[src/rtl/encoder_4x2_seq.sv]
// ---------------------------------------------------------------------------
// encoder_4x2_seq
//
// Registered 4-to-2 priority encoder for the receiving side of a decoded,
// active-low select bus. Each falling edge on a select line, while capture
// is enabled, becomes a pending request. Pending requests are handed to the
// consumer one at a time as a two-bit index over a valid/ack handshake,
// lowest line index first. Strobes that arrive while an earlier request is
// still waiting are kept, not lost.
//
// Ports:
//   clk      - single clock, all state changes on the rising edge
//   rst      - synchronous, active-high reset
//   D[0:3]   - active-low select lines (D[i]=0 means line i asserted)
//   enable   - active-low capture enable
//   ack      - consumer accepts the current code when valid && ack
//   A        - code bit 1 (registered)
//   B        - code bit 0 (registered)
//   valid    - {A,B} holds a code the consumer has not taken yet
//   pend     - per-line pending-request flags (registered, active-high)
//   overrun  - sticky; a line strobed again while its request still waited
// ---------------------------------------------------------------------------
module encoder_4x2_seq (
   input  logic       clk,
   input  logic       rst,
   input  logic [0:3] D,
   input  logic       enable,
   input  logic       ack,
   output logic       A,
   output logic       B,
   output logic       valid,
   output logic [0:3] pend,
   output logic       overrun
);

   logic [0:3] line_hist;
   logic [0:3] strobe;
   logic [0:3] clear_vec;
   logic [0:3] pend_next;
   logic [0:3] overrun_hit;
   logic       slot_free;
   logic       has_pending;
   logic       do_load;
   logic [1:0] load_idx;
   logic       valid_next;
   logic [1:0] code_next;
   logic       overrun_next;

   // A strobe is a high-to-low transition seen between the previous sample
   // and the current input, qualified by the active-low enable. Because the
   // history register follows D every cycle, a line that fell while capture
   // was disabled already reads low in the history once enable drops, so it
   // can never be captured late.
   always_comb begin
      strobe = line_hist & ~D & {4{~enable}};
   end

   // Pick the lowest-numbered pending line. Scanning from the top down and
   // letting later hits overwrite earlier ones leaves the smallest index.
   // Only the pending state from before this edge is considered, so a strobe
   // that arrives on this edge waits one more cycle before it can be loaded.
   always_comb begin
      load_idx    = 2'd0;
      has_pending = |pend;
      for (int i = 3; i >= 0; i--) begin
         if (pend[i]) begin
            load_idx = 2'(i);
         end
      end
   end

   // The output slot can take a new code when it is empty, or when the
   // consumer is retiring the current one on this same edge. Allowing the
   // load on the ack edge gives one code per cycle with no bubble.
   always_comb begin
      slot_free = ~valid | ack;
      do_load   = slot_free & has_pending;
   end

   // Work out the next pending vector and the overrun condition. The line
   // being loaded is cleared first and new strobes are OR-ed in afterwards,
   // so a line that is handed out and re-strobed on the same edge stays
   // pending exactly once and does not count as an overrun. A strobe on a
   // line that stays pending is an overrun; the request is not duplicated.
   always_comb begin
      clear_vec = '0;
      if (do_load) begin
         clear_vec[load_idx] = 1'b1;
      end
      overrun_hit  = strobe & pend & ~clear_vec;
      pend_next    = (pend & ~clear_vec) | strobe;
      overrun_next = overrun | (|overrun_hit);
   end

   // Decide what the output slot holds after this edge. With a free slot
   // the next code is loaded if anything is pending, otherwise valid drops
   // and the last code is left on {A,B}. With a busy slot everything holds.
   always_comb begin
      valid_next = valid;
      code_next  = {A, B};
      if (slot_free) begin
         valid_next = has_pending;
         if (has_pending) begin
            code_next = load_idx;
         end
      end
   end

   // State register. Reset wins over everything, including a handshake in
   // progress: the in-flight code and all pending requests are dropped. The
   // history is forced high during reset so that a line already low when
   // reset is released strobes on the first edge afterwards.
   always_ff @(posedge clk) begin
      if (rst) begin
         line_hist <= 4'b1111;
         pend      <= 4'b0000;
         A         <= 1'b0;
         B         <= 1'b0;
         valid     <= 1'b0;
         overrun   <= 1'b0;
      end else begin
         line_hist <= D;
         pend      <= pend_next;
         A         <= code_next[1];
         B         <= code_next[0];
         valid     <= valid_next;
         overrun   <= overrun_next;
      end
   end

endmodule

[config.mk]
export PLATFORM = sky130hd
export DESIGN_NAME = encoder_4x2_seq
export DESIGN_NICKNAME = d
export VERILOG_FILES = /design/src/rtl/encoder_4x2_seq.sv
export SDC_FILE = /design/constraint.sdc
export NUM_CORES = 1
export LEC_CHECK = 0
export ABC_AREA = 0
export CAP_MARGIN = 0
export CELL_PAD_IN_SITES_DETAIL_PLACEMENT = 2
export CELL_PAD_IN_SITES_GLOBAL_PLACEMENT = 2
export CORE_ASPECT_RATIO = 0.8
export CORE_MARGIN = 4
export CORE_UTILIZATION = 25
export CTS_CLUSTER_DIAMETER = 80
export DETAILED_ROUTE_END_ITERATION = 12
export GPL_TIMING_DRIVEN = 0
export PLACE_DENSITY = 0.73
export SYNTH_ARGS = -nofsm -noshare
export SYNTH_HDL_FRONTEND = slang
export SYNTH_SLANG_ARGS = --single-unit
[constraint.sdc]
create_clock -name clk -period 1.9 [get_ports clk]
set_clock_uncertainty 0.2 [all_clocks]
set_input_delay 0.19 -clock clk [delete_from_list [all_inputs] [get_ports clk]]
set_output_delay 0.19 -clock clk [all_outputs]
set_load 0.005 [all_outputs]
==> out/qor.csv, run 1 <==
stage,metric,value,unit
status,status,"finished, final reports clean",
die,die_y,48.0,µm
logic_synthesis,ys_warn_count,0,
cts,cts_tree,yes,
sta,hold_violations,0,
cts,clk_latency,0.27,ns
logic_synthesis,ys_ff_latch,12,
logic_synthesis,netlist_area,500,µm²
finish,layout_common_cells,"clkdlybuf4s50_1, dfxtp_1, nor2_1, inv_1, or2_2",
setup_path,crit_start,pend[2]$_SDFF_PP0_,
finish,layout_commonest_cell,clkdlybuf4s50_1,
detailed_routing,drc_errors,0,
cts,holdBufCountCts,0,
logic_synthesis,ys_types,25,
placement,dpl.hpwl,935,µm
finish,seqCellArea,240,µm²
setup_path,path_cells,clkdlybuf4s50_1,
setup_path,critPathMaxStageDelay,0.56,ns
setup_path,reg2reg_slack,0.41,ns
detailed_routing,via_per_inst,4.86,
die,core-area,1890,µm²
min_path,hold_depth,2,
logic_synthesis,netlist_instances,52,
setup_path,rr_worst_depth,4,
min_path,hold_path_class,reg -> reg,
power_and_ir_drop,switchingPower,132,µW
sta,clock.fmax,587,MHz
setup_path,worstPathRequired,1.51,ns
logic_synthesis,seq_area_frac_synth,0.480,
sta,worst_pin_slew,0.434,ns
grt,gr-total-overflow,0,
setup_path,start_kind,flop,
min_path,holdPathEnd,A$_SDFFE_PP0P_,
finish,multi_input_area,233,µm²
finish,nFillCells,222,
cts,htreeDepth,1,
logic_synthesis,yosys-top-cells-area,"dfxtp_1, or2_2, nor2_1",
power_and_ir_drop,p_clk_frac,0.363,
setup_path,cp_slowest_cell,clkdlybuf4s50_1,
power_and_ir_drop,p_leak,0.256,nW
setup_path,crit_type,reg -> out,
setup_path,reg2reg_from,pend[0]$_SDFF_PP0_,
power_and_ir_drop,power.internal,431,µW
die,ios,16,
logic_synthesis,synthMuxAreaShare,0,
cts,clockBufferDepth,2,
min_path,hp-start,A$_SDFFE_PP0P_,
placement,io_buffer_count,15,
placement,place.gp.congestion,0.685,
finish,synthToLayoutAreaGrowth,43.3,%
cts,cts_root_buf,clkbuf_4,
setup_path,crit_buf_inv,1,
die,die_area,2790,µm²
die,start_util,0.265,
finish,nNetsFinal,80,
sta,relSlewSlack,0.711,
detailed_routing,drtAntennaViolNets,0,
detailed_routing,dr.pass1.iters,3,
cts,postCtsSetupRepairBufs,0,
sta,rsz0062_at_grt,no,
logic_synthesis,synth-compound-area-share,0.265,
sta,final.setup.tns,0,ns
power_and_ir_drop,vdd_drop_max,0.399,mV
sta,timing.final.crit_period,1.70,ns
power_and_ir_drop,p_comb_frac,0.142,
logic_synthesis,synth_xor_area_frac,0,
setup_path,crit_arrival,1.31,ns
die,die_w,58.0,µm
setup_path,worst_r2r_endpoint,pend[3]$_SDFF_PP0_,
setup_path,end_kind,output port,
detailed_routing,via_count,462,
logic_synthesis,synth_top_area_share,0.480,
cts,cts_sinks,12,
grt,grt_pass1_wl,1.99,mm
placement,dp_slack,0.118,ns
logic_synthesis,synth_area_leader_cell,dfxtp_1,
finish,drive_gt1_frac,0.183,
die,rows,14,
finish,antenna_cells,0,
grt,grt_start_max_net_pins,11,
sta,drv_slew,0,
detailed_routing,drt_iter0_drc,3,
detailed_routing,wl_per_cell,13.0,µm
cts,post_cts_resized,0,
grt,antenna_found_initial,0,
grt,grt_pass1_vias,453,
grt,grt.total_usage,0.0992,
logic_synthesis,synthAdderAreaFrac,0,
logic_synthesis,synth_top_family_by_area,compound AO/OA/AOI/OAI gates,
power_and_ir_drop,seqPwrFrac,0.495,
sta,timing.final.crit_share,0.897,
setup_path,critPathTopFamily,buffers and inverters,
detailed_routing,finalWirelength,1.23,mm
flow_run,cap_violations,0,
power_and_ir_drop,sw_frac_of_total,0.234,
setup_path,path_max_fanout,8,
power_and_ir_drop,power.density,785,nW/µm²
sta,finalSetupViolations,0,
sta,layout_setup_ws,0.195,ns
cts,numCtsBuffers,3,
logic_synthesis,synth.avg_cell_area,9.62,µm²
logic_synthesis,yosys.area_share.simple,0.200,
cts,path_clk_slew,0.08,ns
logic_synthesis,syn_nets,60,
## state kept, by name, summed over array words and instances (netlist names)
| register | flops |
|---|---|
| line_hist | 4 |
| pend | 4 |
| A | 1 |
| B | 1 |
| overrun | 1 |
| valid | 1 |
## per-layer routing
metal / vias up / track usage / wire length, µm
met2: 15 / 0.158 / 540
met5: - / 0 / 0
met4: 0 / 0.0556 / 17
li1: 228 / - / -
met3: 2 / 0.0296 / 91
met1: 217 / 0.123 / 583
## cell type report
class,count,share of cell area
Inverter,4,0.0209
Sequential cell,12,0.335
Buffer,3,0.0175
Multi-Input combinational cell,33,0.325
Tap cell,24,0.0419
Clock buffer,4,0.0506
Timing Repair Buffer,15,0.209
## tightest hold or removal path, stage by stage, from the launching register on
cell,delay (ns)
dfxtp_1,0.31
inv_1,0.04
a221oi_1,0.06
## power by group through the flow
stage	clock network, mW	logic, mW	registers [mW]
6_report	0.204	0.0799	0.279
3_5_place_dp	0	0.0811	0.285
4_1_cts	0.215	0.0819	0.279
5_1_grt	0.224	0.0888	0.282
3_3_place_gp	0	0.0801	0.284
2_1_floorplan	0	0.0359	0.283
## synthesized netlist by cell type
cell	n
or2_2	4
or2_1	1
nor3b_1	1
inv_1	4
or3b_1	1
a21oi_1	3
o21a_1	1
buf_2	1
nor4_1	1
o21ai_0	3
o31a_1	1
nand2b_4	1
o311ai_2	1
dfxtp_1	12
a41oi_2	1
a22oi_1	1
o2111ai_1	1
a211o_1	1
clkbuf_1	2
a221oi_1	1
o221a_2	1
a41oi_1	1
nand2_1	1
nor2b_1	1
nor2_1	6
## metrics by stage
step | hold slack [ns] | total power, mW | instances | util | cell area (µm²)
6_report | 0.273 | 0.563 | 95 | 0.379 | 717
5_1_grt | 0.306 | 0.595 | 95 | 0.379 | 717
4_1_cts | 0.283 | 0.576 | 95 | 0.379 | 717
3_5_place_dp | 0.271 | 0.367 | 91 | 0.360 | 681
3_3_place_gp | 0.252 | 0.364 | 91 | 0.360 | 681
2_1_floorplan | 0.0966 | 0.319 | 52 | - | 500
## worst max path at each step
stage                               endpoint  slack, ns  cells past startpoint
after detailed placement  overrun$_SDFF_PP0_       0.12                      4
after floorplan           pend[3]$_SDFF_PP0_       0.51                      4
after CTS                            pend[2]       0.17                      1
after global placement    overrun$_SDFF_PP0_       0.11                      4
after global routing                 pend[2]       0.12                      1
final                                pend[2]       0.20                      1
## cells by family (layout without fill, tap and decap cells)
family | after synthesis | count (layout)
and+or+nand+nor | 17 | 17
DFF | 12 | 12
buffers and inverters | 7 | 26
AOI/OAI and AO/OA | 16 | 16
(Power assumes the default switching activity.)
==> run 2: changes to the inputs <==
ABC_AREA = 1   (was 0)
CORE_UTILIZATION = 24   (was 25)
CTS_BUF_LIST = sky130_fd_sc_hd__clkbuf_4   (was default)
PLACE_DENSITY = 0.76   (was 0.73)
==> out/qor.csv, run 2 <==
stage,metric,value,unit,change
die,start_util,0.265,,about the same
cts,cts_tree,yes,,unchanged
die,core-area,1960,µm²,was 1890 µm²
die,die_y,49.7,µm,was 48.0 µm
logic_synthesis,ys_ff_latch,12,,unchanged
grt,grt.total_usage,0.108,,was 0.0992
detailed_routing,via_count,510,,was 462
die,rows,14,,unchanged
detailed_routing,wl_per_cell,11.9,µm,was 13.0 µm
sta,finalSetupViolations,0,,unchanged
power_and_ir_drop,vdd_drop_max,0.336,mV,was 0.399 mV
grt,grt_start_max_net_pins,9,,was 11
min_path,hold_depth,2,,unchanged
placement,place.gp.congestion,0.651,,was 0.685
sta,hold_ws,0.0658,ns,was 0.273 ns
setup_path,start_kind,flop,,unchanged
finish,drive_gt1_frac,0.129,,was 0.183
power_and_ir_drop,seqPwrFrac,0.500,,was 0.495
finish,nNetsFinal,102,,was 80
logic_synthesis,netlist_area,520,µm²,was 500 µm²
detailed_routing,dr.pass1.iters,2,,was 3
grt,grt_pass1_vias,519,,was 453
setup_path,cp_slowest_cell,clkdlybuf4s50_1,,unchanged
sta,relSlewSlack,0.747,,was 0.711
finish,layout_commonest_cell,nand2_1,,was clkdlybuf4s50_1
power_and_ir_drop,power.internal,400,µW,was 431 µW
grt,grt_pass1_wl,2.26,mm,was 1.99 mm
die,ios,16,,unchanged
cts,clockBufferDepth,2,,unchanged
power_and_ir_drop,power.density,782,nW/µm²,was 785 nW/µm²
sta,timing.final.crit_share,0.870,,was 0.897
finish,top_regs,"line_hist: 4 flops, pend: 4 flops",,unchanged
detailed_routing,drc_errors,0,,unchanged
placement,postPlaceCellArea,691,µm²,was 681 µm²
setup_path,rr_worst_depth,9,,was 4
sta,worst_pin_slew,0.380,ns,was 0.434 ns
detailed_routing,finalWirelength,1.39,mm,was 1.23 mm
finish,layoutNonFillerInstCount,117,,was 95
power_and_ir_drop,p_comb_frac,0.199,,was 0.142
logic_synthesis,synth_common_cells,"nand2_1, dfxtp_1, inv_1",,"was dfxtp_1, nor2_1, inv_1, or2_2"
logic_synthesis,synth_top_area_share,0.462,,was 0.480
detailed_routing,drtAntennaViolNets,0,,unchanged
sta,timing.final.crit_period,1.65,ns,was 1.70 ns
logic_synthesis,synth.avg_cell_area,6.94,µm²,was 9.62 µm²
detailed_routing,via_per_inst,4.36,,was 4.86
logic_synthesis,synth_area_leader_cell,dfxtp_1,,unchanged
setup_path,crit_cells,1,,unchanged
logic_synthesis,syn_nets,83,,was 60
sta,rsz0062_at_grt,no,,unchanged
die,die_w,60.1,µm,was 58.0 µm
setup_path,crit_buf_inv,1,,unchanged
setup_path,critPathMaxStageDelay,0.54,ns,was 0.56 ns
cts,postCtsSetupRepairBufs,0,,unchanged
cts,htreeDepth,1,,unchanged
logic_synthesis,netlist_instances,75,,was 52
finish,synthToLayoutAreaGrowth,37.7,%,was 43.3%
cts,cts_root_buf,clkbuf_4,,unchanged
setup_path,worstPathRequired,1.51,ns,about the same
cts,numCtsBuffers,3,,unchanged
setup_path,critPathTopFamily,buffers and inverters,,unchanged
grt,gr-total-overflow,0,,unchanged
placement,io_buffer_count,14,,was 15
logic_synthesis,seq_area_frac_synth,0.462,,was 0.480
detailed_routing,drt_iter0_drc,3,,unchanged
sta,hold_violations,0,,unchanged
setup_path,end_kind,output port,,unchanged
cts,post_cts_resized,0,,unchanged
cts,holdBufCountCts,0,,unchanged
die,die_area,2980,µm²,was 2790 µm²
setup_path,reg2reg_slack,0.51,ns,was 0.41 ns
setup_path,crit_type,reg -> out,,unchanged
power_and_ir_drop,sw_frac_of_total,0.287,,was 0.234
finish,nFillCells,242,,was 222
finish,antenna_cells,0,,unchanged
placement,dpl.hpwl,1.16,mm,was 935 µm
finish,final_cell_area,717,µm²,unchanged
sta,final.setup.tns,0,ns,unchanged
min_path,hold_path_class,in -> reg,,was reg -> reg
setup_path,path_max_fanout,6,,was 8
logic_synthesis,ys_warn_count,0,,unchanged
sta,drv_slew,0,,unchanged
flow_run,cap_violations,0,,unchanged
grt,antenna_found_initial,0,,unchanged
power_and_ir_drop,p_clk_frac,0.301,,was 0.363
finish,postLayoutCoreUtil,0.365,,was 0.379
cts,clk_latency,0.28,ns,was 0.27 ns
logic_synthesis,yosys-top-cells-area,"dfxtp_1, nand2_1, inv_1",,"was dfxtp_1, or2_2, nor2_1"
logic_synthesis,synth-edff-count,0,,unchanged
logic_synthesis,ys.flop_type,dfxtp_1,,unchanged
cts,cts_sinks,12,,unchanged
cts,path_clk_slew,0.08,ns,about the same
logic_synthesis,ys_types,13,,was 25
power_and_ir_drop,switchingPower,161,µW,was 132 µW
sta,clock.fmax,605,MHz,was 587 MHz
power_and_ir_drop,p_leak,0.316,nW,was 0.256 nW
placement,dp.cells,113,,was 91
status,status,"finished, final reports clean",,unchanged
logic_synthesis,async_flop_share,0,,unchanged
logic_synthesis,yosysMostFrequentCell,nand2_1,,was dfxtp_1
setup_path,path_cells,clkdlybuf4s50_1,,unchanged
finish,layout_common_cells,"nand2_1, clkdlybuf4s50_1, dfxtp_1, inv_1, nor2_1",,"was clkdlybuf4s50_1, dfxtp_1, nor2_1, inv_1, or2_2"
setup_path,crit_arrival,1.26,ns,was 1.31 ns
==> run 2: metal layers <==
layer / vias to the layer above / global-route usage / share of wire
li1: 264 / - / -
met1: 230 / 0.114 / 0.42
met2: 12 / 0.173 / 0.48
met3: 4 / 0.0548 / 0.073
met4: 0 / 0.0554 / 0.021
met5: - / 0 / 0
==> run 2: cell type report <==
type                    count  area [µm²]  area share
clock inverters             1        3.75     0.00524
repair buffers             14         140       0.195
well taps                  24        30.0      0.0419
flip-flops and latches     12         240       0.335
clock buffers               3        22.5      0.0314
multi-input cells          48         224       0.312
plain buffers               1        3.75     0.00524
inverters                  14        52.6      0.0733
==> run 2: through the flow <==
stage / power [mW] / setup slack, ns
global route: 0.606 / 0.162
finish: 0.560 / 0.247
floorplan: 0.344 / 0.660
CTS: 0.577 / 0.222
detailed placement: 0.400 / 0.332
global placement: 0.394 / 0.339
==> run 2: worst paths after layout <==
kind | start | to
setup / recovery | pend[1]$_SDFF_PP0_ | pend[1]
hold reg to reg | B$_SDFFE_PP0P_ | B$_SDFFE_PP0P_
hold / removal | rst | overrun$_SDFF_PP0_
setup reg to reg | pend[2]$_SDFF_PP0_ | overrun$_SDFF_PP0_
==> run 2: cell families (layout without fill, tap and decap cells) <==
group | Yosys count | in the layout | share of synthesized area
and+or+nand+nor | 40 | 40 | 0.346
buffers and inverters | 15 | 33 | 0.108
DFF | 12 | 12 | 0.462
AOI/OAI and AO/OA | 8 | 8 | 0.0841
==> run 2: power by group through the flow <==
stage | logic, mW | registers (mW) | clock network [mW]
after CTS | 0.115 | 0.281 | 0.182
after floorplan | 0.0583 | 0.286 | 0
after global placement | 0.109 | 0.285 | 0
final | 0.111 | 0.280 | 0.169
after detailed placement | 0.114 | 0.287 | 0
after global routing | 0.123 | 0.283 | 0.199
==> run 3: changes to the inputs <==
PLACE_DENSITY = default   (was 0.76)
PLACE_DENSITY_LB_ADDON = 0.1   (was default)
==> out/qor.csv, run 3 (synthesis results as in run 2) <==
stage,metric,value,unit,change
setup_path,path_max_fanout,5,,was 6
power_and_ir_drop,power.internal,400,µW,about the same
grt,grt_pass1_wl,2.37,mm,was 2.26 mm
sta,drv_slew,0,,unchanged
die,ios,16,,unchanged
die,die_w,60.1,µm,unchanged
sta,worst_pin_slew,0.385,ns,was 0.380 ns
cts,cts_tree,yes,,unchanged
finish,nFillCells,248,,was 242
die,die_y,49.7,µm,unchanged
cts,cts_sinks,12,,unchanged
setup_path,crit_type,reg -> out,,unchanged
die,start_util,0.265,,unchanged
power_and_ir_drop,seqPwrFrac,0.497,,was 0.500
setup_path,path_cells,clkdlybuf4s50_1,,unchanged
grt,antenna_found_initial,0,,unchanged
cts,post_cts_resized,0,,unchanged
power_and_ir_drop,switchingPower,164,µW,was 161 µW
finish,postLayoutCoreUtil,0.365,,unchanged
status,status,"finished, final reports clean",,unchanged
die,die_area,2980,µm²,unchanged
detailed_routing,drtAntennaViolNets,0,,unchanged
setup_path,critPathTopFamily,buffers and inverters,,unchanged
placement,io_buffer_count,14,,unchanged
detailed_routing,dr.pass1.iters,2,,unchanged
cts,clockBufferDepth,2,,unchanged
setup_path,worstPathRequired,1.51,ns,about the same
placement,dp.cells,113,,unchanged
die,core-area,1960,µm²,unchanged
detailed_routing,via_count,514,,was 510
detailed_routing,drc_errors,0,,unchanged
cts,cts_root_buf,clkbuf_4,,unchanged
detailed_routing,via_per_inst,4.39,,was 4.36
finish,drive_gt1_frac,0.129,,unchanged
finish,layout_commonest_cell,nand2_1,,unchanged
power_and_ir_drop,total_power,564,µW,was 560 µW
power_and_ir_drop,sw_frac_of_total,0.291,,was 0.287
placement,dpl.hpwl,1.14,mm,was 1.16 mm
cts,path_clk_slew,0.09,ns,was 0.08 ns
cts,htreeDepth,1,,unchanged
finish,nNetsFinal,102,,unchanged
placement,place.gp.congestion,0.599,,was 0.651
min_path,hold_path_class,in -> reg,,unchanged
setup_path,start_kind,flop,,unchanged
finish,layout_common_cells,"nand2_1, clkdlybuf4s50_1, dfxtp_1, inv_1, nor2_1",,unchanged
grt,grt_pass1_vias,523,,was 519
setup_path,end_kind,output port,,unchanged
setup_path,critPathMaxStageDelay,0.55,ns,was 0.54 ns
sta,timing.final.crit_share,0.884,,was 0.870
finish,synthToLayoutAreaGrowth,37.7,%,unchanged
power_and_ir_drop,p_comb_frac,0.197,,was 0.199
cts,postCtsSetupRepairBufs,0,,unchanged
power_and_ir_drop,p_clk_frac,0.307,,was 0.301
sta,hold_ws,0.0554,ns,was 0.0658 ns
sta,hold_violations,0,,unchanged
sta,clock.fmax,595,MHz,was 605 MHz
flow_run,cap_violations,0,,unchanged
setup_path,crit_arrival,1.29,ns,was 1.26 ns
sta,finalSetupViolations,0,,unchanged
finish,antenna_cells,0,,unchanged
finish,layoutNonFillerInstCount,117,,unchanged
sta,final.setup.tns,0,ns,unchanged
sta,rsz0062_at_grt,no,,unchanged
power_and_ir_drop,power.density,787,nW/µm²,was 782 nW/µm²
grt,grt.total_usage,0.110,,was 0.108
sta,relSlewSlack,0.743,,was 0.747
grt,grt_start_max_net_pins,9,,unchanged
detailed_routing,wl_per_cell,11.8,µm,was 11.9 µm
setup_path,crit_buf_inv,1,,unchanged
cts,numCtsBuffers,3,,unchanged
power_and_ir_drop,vdd_drop_max,0.423,mV,was 0.336 mV
detailed_routing,drt_iter0_drc,6,,was 3
power_and_ir_drop,p_leak,0.316,nW,unchanged
cts,holdBufCountCts,0,,unchanged
die,rows,14,,unchanged
finish,top_regs,"line_hist: 4 flops, pend: 4 flops",,unchanged
cts,clk_latency,0.29,ns,was 0.28 ns
grt,gr-total-overflow,0,,unchanged
detailed_routing,finalWirelength,1.39,mm,about the same
sta,timing.final.crit_period,1.68,ns,was 1.65 ns
setup_path,cp_slowest_cell,clkdlybuf4s50_1,,unchanged
run 3: through the flow:
step | area (µm²) | setup slack, ns
global route | 717 | 0.143
detailed placement | 691 | 0.339
CTS | 717 | 0.202
floorplan | 520 | 0.660
global placement | 691 | 0.337
finish | 717 | 0.220
run 3: worst reg2reg max path: stages, from the launching register on:
cell	delay [ns]
dfxtp_1	0.36
inv_1	0.08
nand2_1	0.11
nand2_2	0.07
nor2_4	0.10
nand2_1	0.08
nand2_1	0.06
nand2_1	0.04
nor2_1	0.09
nor2_1	0.04
run 3: metal layers:
metal,vias up,GRT usage,part of all wire
met1,239,0.128,0.45
li1,261,-,-
met3,2,0.0548,0.063
met5,-,0,0
met2,12,0.174,0.49
met4,0,0.0332,0.0058
run 3: path summary, 6_finish.rpt:
| path | startpoint | cells after the start | to | slack, ns |
|---|---|---|---|---|
| worst max register to register | pend[2]$_SDFF_PP0_ | 9 | overrun$_SDFF_PP0_ | 0.54 |
| worst min-delay path | rst | 2 | A$_SDFFE_PP0P_ | 0.06 |
| worst min register to register | B$_SDFFE_PP0P_ | 2 | B$_SDFFE_PP0P_ | 0.28 |
| worst max-delay path | pend[0]$_SDFF_PP0_ | 1 | pend[0] | 0.22 |
run 3: area by class of cell:
cell class | instances | area [µm²] | area share
inverter | 14 | 52.6 | 0.0733
clock inverter | 1 | 3.75 | 0.00524
sequential | 12 | 240 | 0.335
multi-input combinational | 48 | 224 | 0.312
buffer | 1 | 3.75 | 0.00524
clock buffer | 3 | 22.5 | 0.0314
tap | 24 | 30.0 | 0.0419
timing repair buffer | 14 | 140 | 0.195
run 3: power by group through the flow:
stage	sequential [mW]	clock (mW)	combinational, mW
CTS	0.281	0.182	0.115
floorplan	0.286	0	0.0583
detailed placement	0.286	0	0.114
global route	0.283	0.197	0.126
global placement	0.285	0	0.111
finish	0.280	0.173	0.111
